### config.mk
export PLATFORM = sky130hd
export DESIGN_NAME = fetch_unit
export DESIGN_NICKNAME = d
export VERILOG_FILES = /design/src/rtl/fetch_unit.sv
export SDC_FILE = /design/constraint.sdc
export NUM_CORES = 1
export LEC_CHECK = 0
export ABC_AREA = 1
export BUFFER_PORTS_ARGS = -buffer_cell sky130_fd_sc_hd__buf_2
export CORE_MARGIN = 2
export CORE_UTILIZATION = 30
export CTS_CLUSTER_DIAMETER = 200
export DETAILED_ROUTE_END_ITERATION = 10
export GPL_TIMING_DRIVEN = 1
export PLACE_DENSITY_LB_ADDON = 0.1
export SLEW_MARGIN = 40
export SYNTH_ARGS = -nofsm -noshare
export SYNTH_HDL_FRONTEND = slang
export SYNTH_SLANG_ARGS = --single-unit
### constraint.sdc
create_clock -name i_clk -period 4.69 [get_ports i_clk]
set_input_delay 0.2345 -clock i_clk [delete_from_list [all_inputs] [get_ports i_clk]]
set_output_delay 0.2345 -clock i_clk [all_outputs]
set_load 0.02 [all_outputs]
### src/rtl/fetch_unit.sv
// Instruction-fetch stage: owns the PC, reads instruction memory over a req/ack
// handshake and presents the fetched word to decode until it is consumed.
module fetch_unit #(
   parameter logic [31:0] RESET_PC = 32'h0000_0000,
   parameter int          TIMEOUT  = 16
) (
   input  logic        i_clk,
   input  logic        i_reset,
   input  logic        i_fetch_en,
   input  logic        i_pc_sel,
   input  logic [31:0] i_pc_immed,
   output logic        o_imem_req,
   output logic [31:0] o_imem_addr,
   input  logic        i_imem_ack,
   input  logic [31:0] i_imem_rdata,
   output logic [31:0] o_instr,
   output logic        o_instr_valid,
   output logic [31:0] o_pc,
   output logic        o_fetch_err
);

   localparam int CNT_W = $clog2(TIMEOUT);
   localparam logic [CNT_W-1:0] CNT_MAX = CNT_W'(TIMEOUT - 1);

   typedef enum logic [1:0] {
      S_IDLE,
      S_FETCH,
      S_HOLD,
      S_ERR
   } state_t;

   state_t           r_state;
   state_t           w_next_state;
   logic [31:0]      r_pc;
   logic [31:0]      r_instr;
   logic             r_instr_valid;
   logic [CNT_W-1:0] r_wait_cnt;
   logic [31:0]      w_pc_offset;
   logic [31:0]      w_pc_next;
   logic             w_unused;

   // The word offset's top two bits fall off the left end of the <<2.
   assign w_pc_offset = i_pc_sel ? {i_pc_immed[29:0], 2'b00} : 32'd0;
   assign w_pc_next   = r_pc + 32'd4 + w_pc_offset;
   assign w_unused    = ^i_pc_immed[31:30];

   // NOTE: every always_comb output gets a default first so no path infers a latch.
   always_comb begin
      w_next_state = r_state;
      case (r_state)
         S_IDLE:  if (i_fetch_en) w_next_state = S_FETCH;
         S_FETCH: begin
            if (i_imem_ack)                  w_next_state = S_HOLD;
            else if (r_wait_cnt == CNT_MAX)  w_next_state = S_ERR;
         end
         S_HOLD:  if (i_fetch_en) w_next_state = S_FETCH;
         S_ERR:   w_next_state = S_ERR;
         default: w_next_state = S_IDLE;
      endcase
   end

   // NOTE: state uses <= and an async reset so imem_req drops the moment reset rises.
   always_ff @(posedge i_clk or posedge i_reset) begin
      if (i_reset) r_state <= S_IDLE;
      else         r_state <= w_next_state;
   end

   always_ff @(posedge i_clk or posedge i_reset) begin
      if (i_reset) begin
         r_pc          <= RESET_PC;
         r_instr       <= 32'd0;
         r_instr_valid <= 1'b0;
         r_wait_cnt    <= '0;
      end else begin
         case (r_state)
            S_FETCH: begin
               if (i_imem_ack) begin
                  r_instr       <= i_imem_rdata;
                  r_instr_valid <= 1'b1;
                  r_wait_cnt    <= '0;
               end else if (r_wait_cnt == CNT_MAX) begin
                  r_wait_cnt    <= '0;
               end else begin
                  r_wait_cnt    <= r_wait_cnt + CNT_W'(1);
               end
            end
            S_HOLD: begin
               if (i_fetch_en) begin
                  r_pc          <= w_pc_next;
                  r_instr_valid <= 1'b0;
               end
            end
            default: ;
         endcase
      end
   end

   assign o_imem_req    = (r_state == S_FETCH);
   assign o_imem_addr   = r_pc;
   assign o_pc          = r_pc;
   assign o_instr       = r_instr;
   assign o_instr_valid = r_instr_valid;
   assign o_fetch_err   = (r_state == S_ERR);

endmodule

==> results of run 1 <==
## kinds of logic after synthesis
family,after synthesis,share of synthesized area [%]
other,1,0.0654
adders and majority gates,59,13.0
DFF,69,30.1
xor gates and xnor gates,15,2.29
AOI/OAI and AO/OA,47,4.25
and+or+nand+nor,379,28.2
muxes,32,8.11
buffers and inverters,174,14.0
## Yosys cell counts (all sizes together) (4+ instances only)
cell type / instances / area share, %
nor2: 40 / 3.1
buf: 38 / 5.1
inv: 128 / 8.4
clkbuf: 7 / 0.46
xnor2: 14 / 2.1
o21ai: 22 / 1.9
dfrtp: 69 / 30
nand3: 42 / 4.0
nand4: 4 / 0.44
ha: 58 / 13
mux2: 32 / 8.1
a21oi: 21 / 1.8
nand3b: 8 / 1.7
nand2: 285 / 19
## metal layers
metal / wire length, um / global-route usage [%] / vias up
met5: 0 / 0 / -
met4: 206 / 4.42 / 0
met3: 807 / 3.87 / 20
met2: 6390 / 24.0 / 137
met1: 7140 / 19.8 / 2086
li1: - / - / 2633
## worst max-delay path, stage by stage
cell and delay (ns):
buf_2 0.46, nand2_1 0.10, inv_1 0.08, ha_1 0.22
ha_1 0.24, fa_1 0.45, nand3_1 0.13, nand3_2 0.11
nand2_1 0.08, nand2_1 0.12, nand3_1 0.17, nand2_1 0.07
o21ai_1 0.12, o21ai_1 0.09
## metrics by stage
stage	power [W]	hold WS (ns)	area, um^2	util (%)	worst slack (ns)
after floorplan	0.00289	0.330	5750	-	2.13
after global placement	0.00343	0.427	6540	35.0	1.81
after detailed placement	0.00343	0.427	6540	35.0	1.80
after CTS	0.00417	0.0450	6840	36.6	2.17
after global routing	0.00447	0.0965	6850	36.6	1.95
final	0.00410	0.109	6850	36.6	2.26
## flip-flops by register name, indices dropped and copies added (netlist names)
register       count
r_wait_cnt         4
o_instr_valid      1
o_imem_addr       30
o_instr           32
r_state            2
## what timing repair did
action | 4_1_cts | 5_1_grt
endpoints found under the hold margin | 0 | 10
hold buffers | 0 | 1
setup endpoints to repair | 0 | 0
## final timing paths
kind / start / end / slack, ns / cells past startpoint
setup / recovery: i_pc_sel / o_imem_addr[19] / 2.26 / 14
hold / removal: i_imem_rdata[20] / o_instr[20] / 0.11 / 2
setup reg to reg: o_imem_addr[3] / o_imem_addr[19] / 2.32 / 11
hold reg to reg: o_instr_valid / o_instr_valid / 0.48 / 2
max in group asynchronous: i_reset / o_imem_addr[3] / 3.30 / 4
min in group asynchronous: i_reset / o_instr[29] / 0.48 / 3
## power by group through the flow
stage               clock, W  sequential (W)  combinational, W
finish              0.000708         0.00109           0.00230
global route        0.000757         0.00114           0.00257
CTS                 0.000735         0.00110           0.00233
detailed placement         0         0.00109           0.00233
global placement           0         0.00111           0.00232
floorplan                  0         0.00139           0.00150
## cell type report
cell class                 instances  area, um^2
clock inverter                     6        71.3
inverter                         129         485
tap                              234         293
multi-input combinational        536        3220
sequential                        69        1730
timing repair buffer             164         831
fill                            2004       11900
clock buffer                       9         225
==> results by group, run 1 <==
Run status
  • Outcome: completed

Global routing
  • Vias in the first global route: 4755
  • Largest net degree at the start of global routing: 44
  • Final global-route overflow total: 0
  • First-pass GRT wire length: 23800 um
  • GRT Total Usage: 14.9%
  • Antenna violations before repair: 0

Clock tree
  • Clock slew at reported path FFs: 0.07 ns
  • CTS tree: done
  • CTS root buf: clkbuf_16
  • Post-CTS Setup Bufs: 0
  • Clk_lat worst skew: 0.35 ns
  • Resize count post-CTS: 0
  • CTS sink count: 69
  • H-tree depth: 3
  • Cts bufs inserted: 9
  • CTS Buffer Depth: 2

Power and ir drop
  • IR drop worst, VDD: 0.331 mV
  • P_int: 0.00219 W
  • Clock network power share: 17.3%
  • Reg power frac: 26.6%
  • Switching Fraction: 46.5%
  • Pleak: 4.27 nW
  • Sw Pwr: 0.00191 W
  • Combinational power share: 56.1%
  • Pwr dens: 598 nW/um^2

Synthesis
  • Yosys reg bits: 69
  • Warnings from Yosys: 0
  • Number of synthesized flops with an enable pin: 0
  • Synth Flop Type: dfrtp_1
  • Synth Cell Area: 5740 um^2
  • Ys async rst share: 100%
  • Gate Count Post-Synth: 776
  • Seq/Total Area, Yosys: 30.1%
  • Average cell area after synthesis: 7.39 um^2
  • Netlist cell types: 33

STA
  • Worst Max-Slew Pin Slew: 0.636 ns
  • Number of setup violations in the final report: 0
  • Unrepaired setup endpoints after global routing: no
  • Final hold violation count: 0
  • Max Transition Viols Final: 0
  • Post-route minimum period: 2.43 ns
  • Max Clock Freq: 411 MHz
  • Clock skew: 0.0124 ns
  • Crit share post-route: 51.8%
  • Slew HR: 57.3%
  • TNS Setup: 0 ns

Die
  • Initial core utilization: 30.7%
  • Core box area: 18700 um^2
  • I/O pins: 168
  • Site Rows: 50
  • Die W: 142 um
  • Die Y: 142 um
  • Die area: 20200 um^2

Critical path
  • Worst Setup Start Kind: primary input
  • Critical path fanouts, max: 30
  • Setup crit end kind: flop
  • Arr. time, crit path: 2.67 ns
  • WP data required: 4.93 ns
  • Crit Path Class: primary input to flop

Detailed routing
  • DR WL/cell: 12.7 um
  • Vias per cell: 4.25
  • Pre-Repair DR Iteration Count: 4
  • Number of remaining DRC errors: 0
  • Via count: 4876
  • First-iteration detailed-routing DRC count: 154
  • Routed Antenna Nets: 0
  • Detailed Route WL: 14500 um

Layout
  • Synth-to-layout area growth: 19.4%
  • Ant diodes: 0
  • Fin nets: 1037
  • Fin cells: 1147
  • Commonest non-fill, non-tap cell in the layout: nand2_1
  • Layout cells sized above 1: 25.4%
  • Most frequent cells in the layout: 281 x nand2_1, 161 x buf_2, 126 x inv_1, 69 x dfrtp_1, 58 x ha_1

Placement
  • RePlAce Congestion: 0.851
  • Hpwl dp: 11500 um
  • Port bufs: 161
  • Placed insts: 1131

Run
  • Maxcap violations: 0

Worst hold path
  • Worst hold path type: primary input to flop
No activity file was read; power rests on OpenSTA's default activity.
==> run 2, diff against run 1 <==
clock period = 2.4 ns   (was 4.69 ns; I/O delays follow)
==> results by group, run 2 (synthesis gave the netlist of run 1 again) <==
Power and ir drop
  • Pleak: 4.44 nW (+3.9%)
  • IR drop worst, VDD: 0.579 mV (+75%)
  • Pwr dens: 1130 nW/um^2 (+90%)

Detailed routing
  • Via count: 5045 (+3.5%)
  • Pre-Repair DR Iteration Count: 4 (unchanged)
  • Vias per cell: 4.26 (+0.23%)
  • Number of remaining DRC errors: 0 (unchanged)
  • DR WL/cell: 12.7 um (-0.27%)
  • First-iteration detailed-routing DRC count: 158 (+2.6%)
  • Detailed Route WL: 15000 um (+2.9%)
  • Routed Antenna Nets: 0 (unchanged)

Layout
  • Commonest non-fill, non-tap cell in the layout: nand2_1
  • Max reg flops: 32 (unchanged)
  • Fin nets: 1073 (+3.5%)
  • Layout cells sized above 1: 27.3% (+1.9 points)
  • Most frequent cells in the layout: 278 x nand2_1, 161 x buf_2, 126 x inv_1, 69 x dfrtp_1, 54 x ha_1
  • Fin area: 7270 um^2 (+6.2%)
  • Fin util: 38.9% (+2.3 points)
  • Ant diodes: 0 (unchanged)
  • Fillers: 1998 (-0.30%)
  • Synth-to-layout area growth: 26.8%

Critical path
  • RR Endpoint: o_imem_addr[28]
  • Worst Setup Start Kind: flop
  • WP data required: 2.63 ns (-2.30 ns)
  • Crit Path Class: flop to flop
  • Worst reg-to-reg path cell count: 12 (+1)
  • Arr. time, crit path: 2.49 ns (-0.18 ns)
  • Setup crit start: o_imem_addr[15]
  • Setup crit end kind: flop
  • Critical path fanouts, max: 4 (-87%)
  • Reg2Reg Launch Point: o_imem_addr[15]
  • CP Capture Point: o_imem_addr[28]
  • R2r setup slk: 0.14 ns (-2.18 ns)

STA
  • Hold Slack: 0.0116 ns (-0.0978 ns)
  • Final hold violation count: 0 (unchanged)
  • Max Clock Freq: 442 MHz
  • Crit share post-route: 94.3%
  • Slew HR: 59.0% (+1.6 points)
  • Worst Max-Slew Pin Slew: 0.611 ns (-0.0246 ns)
  • Number of setup violations in the final report: 0 (unchanged)
  • Unrepaired setup endpoints after global routing: yes
  • Post-route minimum period: 2.26 ns
  • Max Transition Viols Final: 0 (unchanged)
  • TNS Setup: 0 ns (unchanged)
  • Clock skew: 0.0101 ns (-0.00226 ns)

Clock tree
  • Clk_lat worst skew: 0.34 ns (about the same)
  • Clock slew at reported path FFs: 0.06 ns (about the same)
  • H-tree depth: 3 (unchanged)
  • CTS sink count: 69 (unchanged)
  • Cts bufs inserted: 9 (unchanged)
  • CTS tree: done
  • CTS Buffer Depth: 2 (unchanged)
  • CTS root buf: clkbuf_16

Placement
  • Hpwl dp: 11900 um (+3.6%)
  • RePlAce Congestion: 0.869 (+2.2%)
  • Area of placed instances: 6640 um^2 (+1.6%)
  • Port bufs: 161 (unchanged)

Die
  • Die W: 142 um (unchanged)
  • Die area: 20200 um^2 (unchanged)
  • Initial core utilization: 30.7% (unchanged)
  • Core box area: 18700 um^2 (unchanged)
  • Site Rows: 50 (unchanged)
  • I/O pins: 168 (unchanged)
  • Die Y: 142 um (unchanged)

Worst hold path
  • Worst hold path type: primary input to flop

Global routing
  • Largest net degree at the start of global routing: 43 (-2.3%)
  • GRT Total Usage: 15.4% (+0.47 points)
  • Final global-route overflow total: 0 (unchanged)
  • First-pass GRT wire length: 24600 um (+3.3%)
  • Vias in the first global route: 5048 (+6.2%)
  • Antenna violations before repair: 1 (+1)

Run
  • Maxcap violations: 0 (unchanged)

Run status
  • Outcome: completed
-- run 2: repair_timing --
| action | CTS | global route |
|---|---|---|
| resized for setup | 0 | 16 |
| setup buffers | 0 | 2 |
| endpoints found under the hold margin | 91 | 0 |
| endpoints found under the setup margin | 0 | 11 |
| hold buffers | 23 | 0 |
-- run 2: final cells by class --
class	instances	area (um^2)	area share [%]
repair buffers	200	1170	16.1
well taps	234	293	4.03
clock inverters	5	58.8	0.809
clock buffers	11	243	3.34
multi-input cells	536	3300	45.4
inverters	129	484	6.66
flip-flops and latches	69	1730	23.7
-- run 2: routing by layer --
layer	wire length [um]	track usage [%]	vias up
met1	7220	20.1	2185
met5	5	0	-
met3	834	3.16	16
met2	6660	25.5	136
li1	-	-	2706
met4	256	5.16	2
-- run 2: critical path, cell delays in order (launching register included) --
cell and delay [ns]:
dfrtp_1 0.42, ha_1 0.31, ha_1 0.36, nand2_1 0.17, inv_1 0.05, nand2_1 0.08
nand2_1 0.08, nand2_1 0.07, nand2_1 0.08, a21oi_1 0.24, nand3_1 0.11, nand3_1 0.10
nand2_1 0.06
-- run 2: through the flow --
stage	setup slack, ns	total power (W)	std cells
2_1_floorplan	0.0301	0.00565	779
3_3_place_gp	0.0419	0.00679	1143
3_5_place_dp	0.0426	0.00678	1143
4_1_cts	0.0409	0.00830	1182
5_1_grt	-0.00579	0.00900	1184
6_report	0.137	0.00825	1184
-- run 2: power breakdown --
part,switching (W),internal [W],leakage (nW)
registers,0.000430,0.00171,0.845
logic,0.00280,0.00192,3.45
clock network,0.000561,0.000836,0.142
total,0.00379,0.00446,4.44
-- run 2: how the worst min path moves through the flow --
stage	start	to	slack, ns	depth (start not counted)
after CTS	i_imem_rdata[30]	o_instr[30]	0.0009	2
after floorplan	i_imem_ack	r_wait_cnt[2]	0.22	1
after global routing	i_imem_rdata[24]	o_instr[24]	0.002	2
after global placement	i_reset	o_instr[31]	0.23	3
after detailed placement	i_reset	o_instr[31]	0.23	3
final	i_imem_rdata[30]	o_instr[30]	0.01	2
==> run 3, diff against run 2 <==
HOLD_SLACK_MARGIN = 0.06   (was unset)
==> results by group, run 3 (synthesis gave the netlist of run 1 again) <==
Critical path
  • Crit Path Class: flop to flop
  • WP data required: 2.63 ns (about the same)
  • Setup crit start: o_imem_addr[15]
  • Critical path fanouts, max: 4 (unchanged)
  • Reg2Reg Launch Point: o_imem_addr[15]
  • Setup crit end kind: flop
  • Worst Setup Start Kind: flop
  • Arr. time, crit path: 2.49 ns (about the same)

Detailed routing
  • DR WL/cell: 12.6 um (-0.11%)
  • First-iteration detailed-routing DRC count: 180 (+14%)
  • Via count: 5107 (+1.2%)
  • Vias per cell: 4.27 (+0.21%)
  • Pre-Repair DR Iteration Count: 4 (unchanged)
  • Detailed Route WL: 15100 um (+0.90%)
  • Number of remaining DRC errors: 0 (unchanged)
  • Routed Antenna Nets: 0 (unchanged)

Power and ir drop
  • Combinational power share: 57.2% (about the same)
  • Sw Pwr: 0.00381 W (+0.32%)
  • Clock network power share: 16.9% (about the same)
  • IR drop worst, VDD: 0.580 mV (+0.12%)
  • Reg power frac: 25.9% (about the same)
  • Pleak: 4.49 nW (+1.1%)
  • P_int: 0.00447 W (+0.28%)
  • Pwr Total: 0.00828 W (+0.30%)
  • Pwr dens: 1120 nW/um^2 (-1.3%)
  • Switching Fraction: 46.0% (about the same)

Placement
  • Placed insts: 1143 (unchanged)
  • Hpwl dp: 11900 um (unchanged)
  • Port bufs: 161 (unchanged)
  • RePlAce Congestion: 0.869 (unchanged)

STA
  • Max Clock Freq: 442 MHz (about the same)
  • Final hold violation count: 0 (unchanged)
  • TNS Setup: 0 ns (unchanged)
  • Slew HR: 59.0% (about the same)
  • Unrepaired setup endpoints after global routing: yes
  • Max Transition Viols Final: 0 (unchanged)
  • Clock skew: 0.00937 ns (-0.000736 ns)
  • Number of setup violations in the final report: 0 (unchanged)
  • Worst Max-Slew Pin Slew: 0.614 ns (+0.00292 ns)
  • Post-route minimum period: 2.26 ns (-0.000527 ns)
  • Crit share post-route: 94.3% (about the same)

Clock tree
  • CTS sink count: 69 (unchanged)
  • CTS tree: done
  • Clock slew at reported path FFs: 0.06 ns (about the same)
  • Cts bufs inserted: 9 (unchanged)
  • Clk_lat worst skew: 0.34 ns (about the same)
  • H-tree depth: 3 (unchanged)
  • CTS root buf: clkbuf_16
  • CTS Buffer Depth: 2 (unchanged)

Layout
  • Fin util: 39.5% (+0.64 points)
  • Area of the multi-input gates: 3300 um^2 (unchanged)
  • Max reg flops: 32 (unchanged)
  • Ant diodes: 0 (unchanged)
  • Fillers: 1987 (-0.55%)
  • Commonest non-fill, non-tap cell in the layout: nand2_1
  • Synth-to-layout area growth: 28.9%
  • Fin nets: 1085 (+1.1%)
  • Most frequent cells in the layout: 278 x nand2_1, 161 x buf_2, 126 x inv_1, 69 x dfrtp_1, 54 x ha_1
  • Layout cells sized above 1: 26.9% (-0.34 points)
  • Fin cells: 1196 (+1.0%)
  • Reg area: 1730 um^2 (unchanged)

Run status
  • Outcome: completed

Run
  • Maxcap violations: 0 (unchanged)

Die
  • Site Rows: 50 (unchanged)
  • I/O pins: 168 (unchanged)
  • Die area: 20200 um^2 (unchanged)
  • Core box area: 18700 um^2 (unchanged)
  • Initial core utilization: 30.7% (unchanged)
  • Die Y: 142 um (unchanged)
  • Die W: 142 um (unchanged)

Global routing
  • Antenna violations before repair: 1 (unchanged)
  • GRT Total Usage: 15.6% (+0.19 points)
  • Final global-route overflow total: 0 (unchanged)
  • Vias in the first global route: 5146 (+1.9%)
  • First-pass GRT wire length: 24900 um (+1.5%)
  • Largest net degree at the start of global routing: 43 (unchanged)

Worst hold path
  • Hold_sp: i_pc_immed[0]
  • Worst hold path type: primary input to flop
==> run 3: routing by layer <==
layer / routed length (um) / GRT usage [%] / vias up
met5: 5 / 0 / -
met4: 256 / 5.16 / 2
met3: 820 / 3.20 / 16
met2: 6820 / 26.2 / 138
met1: 7220 / 20.0 / 2222
li1: - / - / 2729
==> run 3: what timing repair did <==
action | 4_1_cts | 5_1_grt
buffers inserted | 0 | 2
hold endpoints to repair | 104 | 0
hold buffers | 35 | 0
endpoints found under the setup margin | 0 | 11
resized for setup | 0 | 16
==> run 3: stage by stage <==
stage                     cell area [um^2]  setup slack [ns]  hold WS, ns
after floorplan                       5750            0.0301        0.216
after CTS                             7300            0.0409        0.174
after detailed placement              6640            0.0426        0.229
after global routing                  7390          -0.00579        0.208
after global placement                6640            0.0419        0.229
final                                 7390             0.137        0.183
==> run 3: critical path, stage by stage, from the launching register on <==
cell	delay, ns
dfrtp_1	0.42
ha_1	0.31
ha_1	0.36
nand2_1	0.17
inv_1	0.05
nand2_1	0.08
nand2_1	0.08
nand2_1	0.07
nand2_1	0.08
a21oi_1	0.24
nand3_1	0.11
nand3_1	0.10
nand2_1	0.06
==> run 3: final timing paths <==
check | to | slack, ns | cells past startpoint
worst min register to register | o_instr_valid | 0.48 | 2
worst max-delay path | o_imem_addr[28] | 0.14 | 12
max in group asynchronous | o_imem_addr[30] | 1.55 | 4
min in group asynchronous | o_instr[30] | 0.41 | 4
worst min-delay path | o_imem_addr[2] | 0.18 | 4
worst max register to register | o_imem_addr[28] | 0.14 | 12
==> run 3: final cells by class <==
class,instances,area share [%]
multi-input combinational,536,44.6
sequential,69,23.4
timing repair buffer,212,17.4
inverter,129,6.55
tap,234,3.96
clock buffer,11,3.28
clock inverter,5,0.795
==> run 3: power groups by stage <==
stage	registers, W	logic (W)	clock network, W
after floorplan	0.00272	0.00294	0
after global placement	0.00217	0.00462	0
after detailed placement	0.00214	0.00464	0
after CTS	0.00215	0.00469	0.00147
after global routing	0.00224	0.00528	0.00151
final	0.00214	0.00474	0.00140
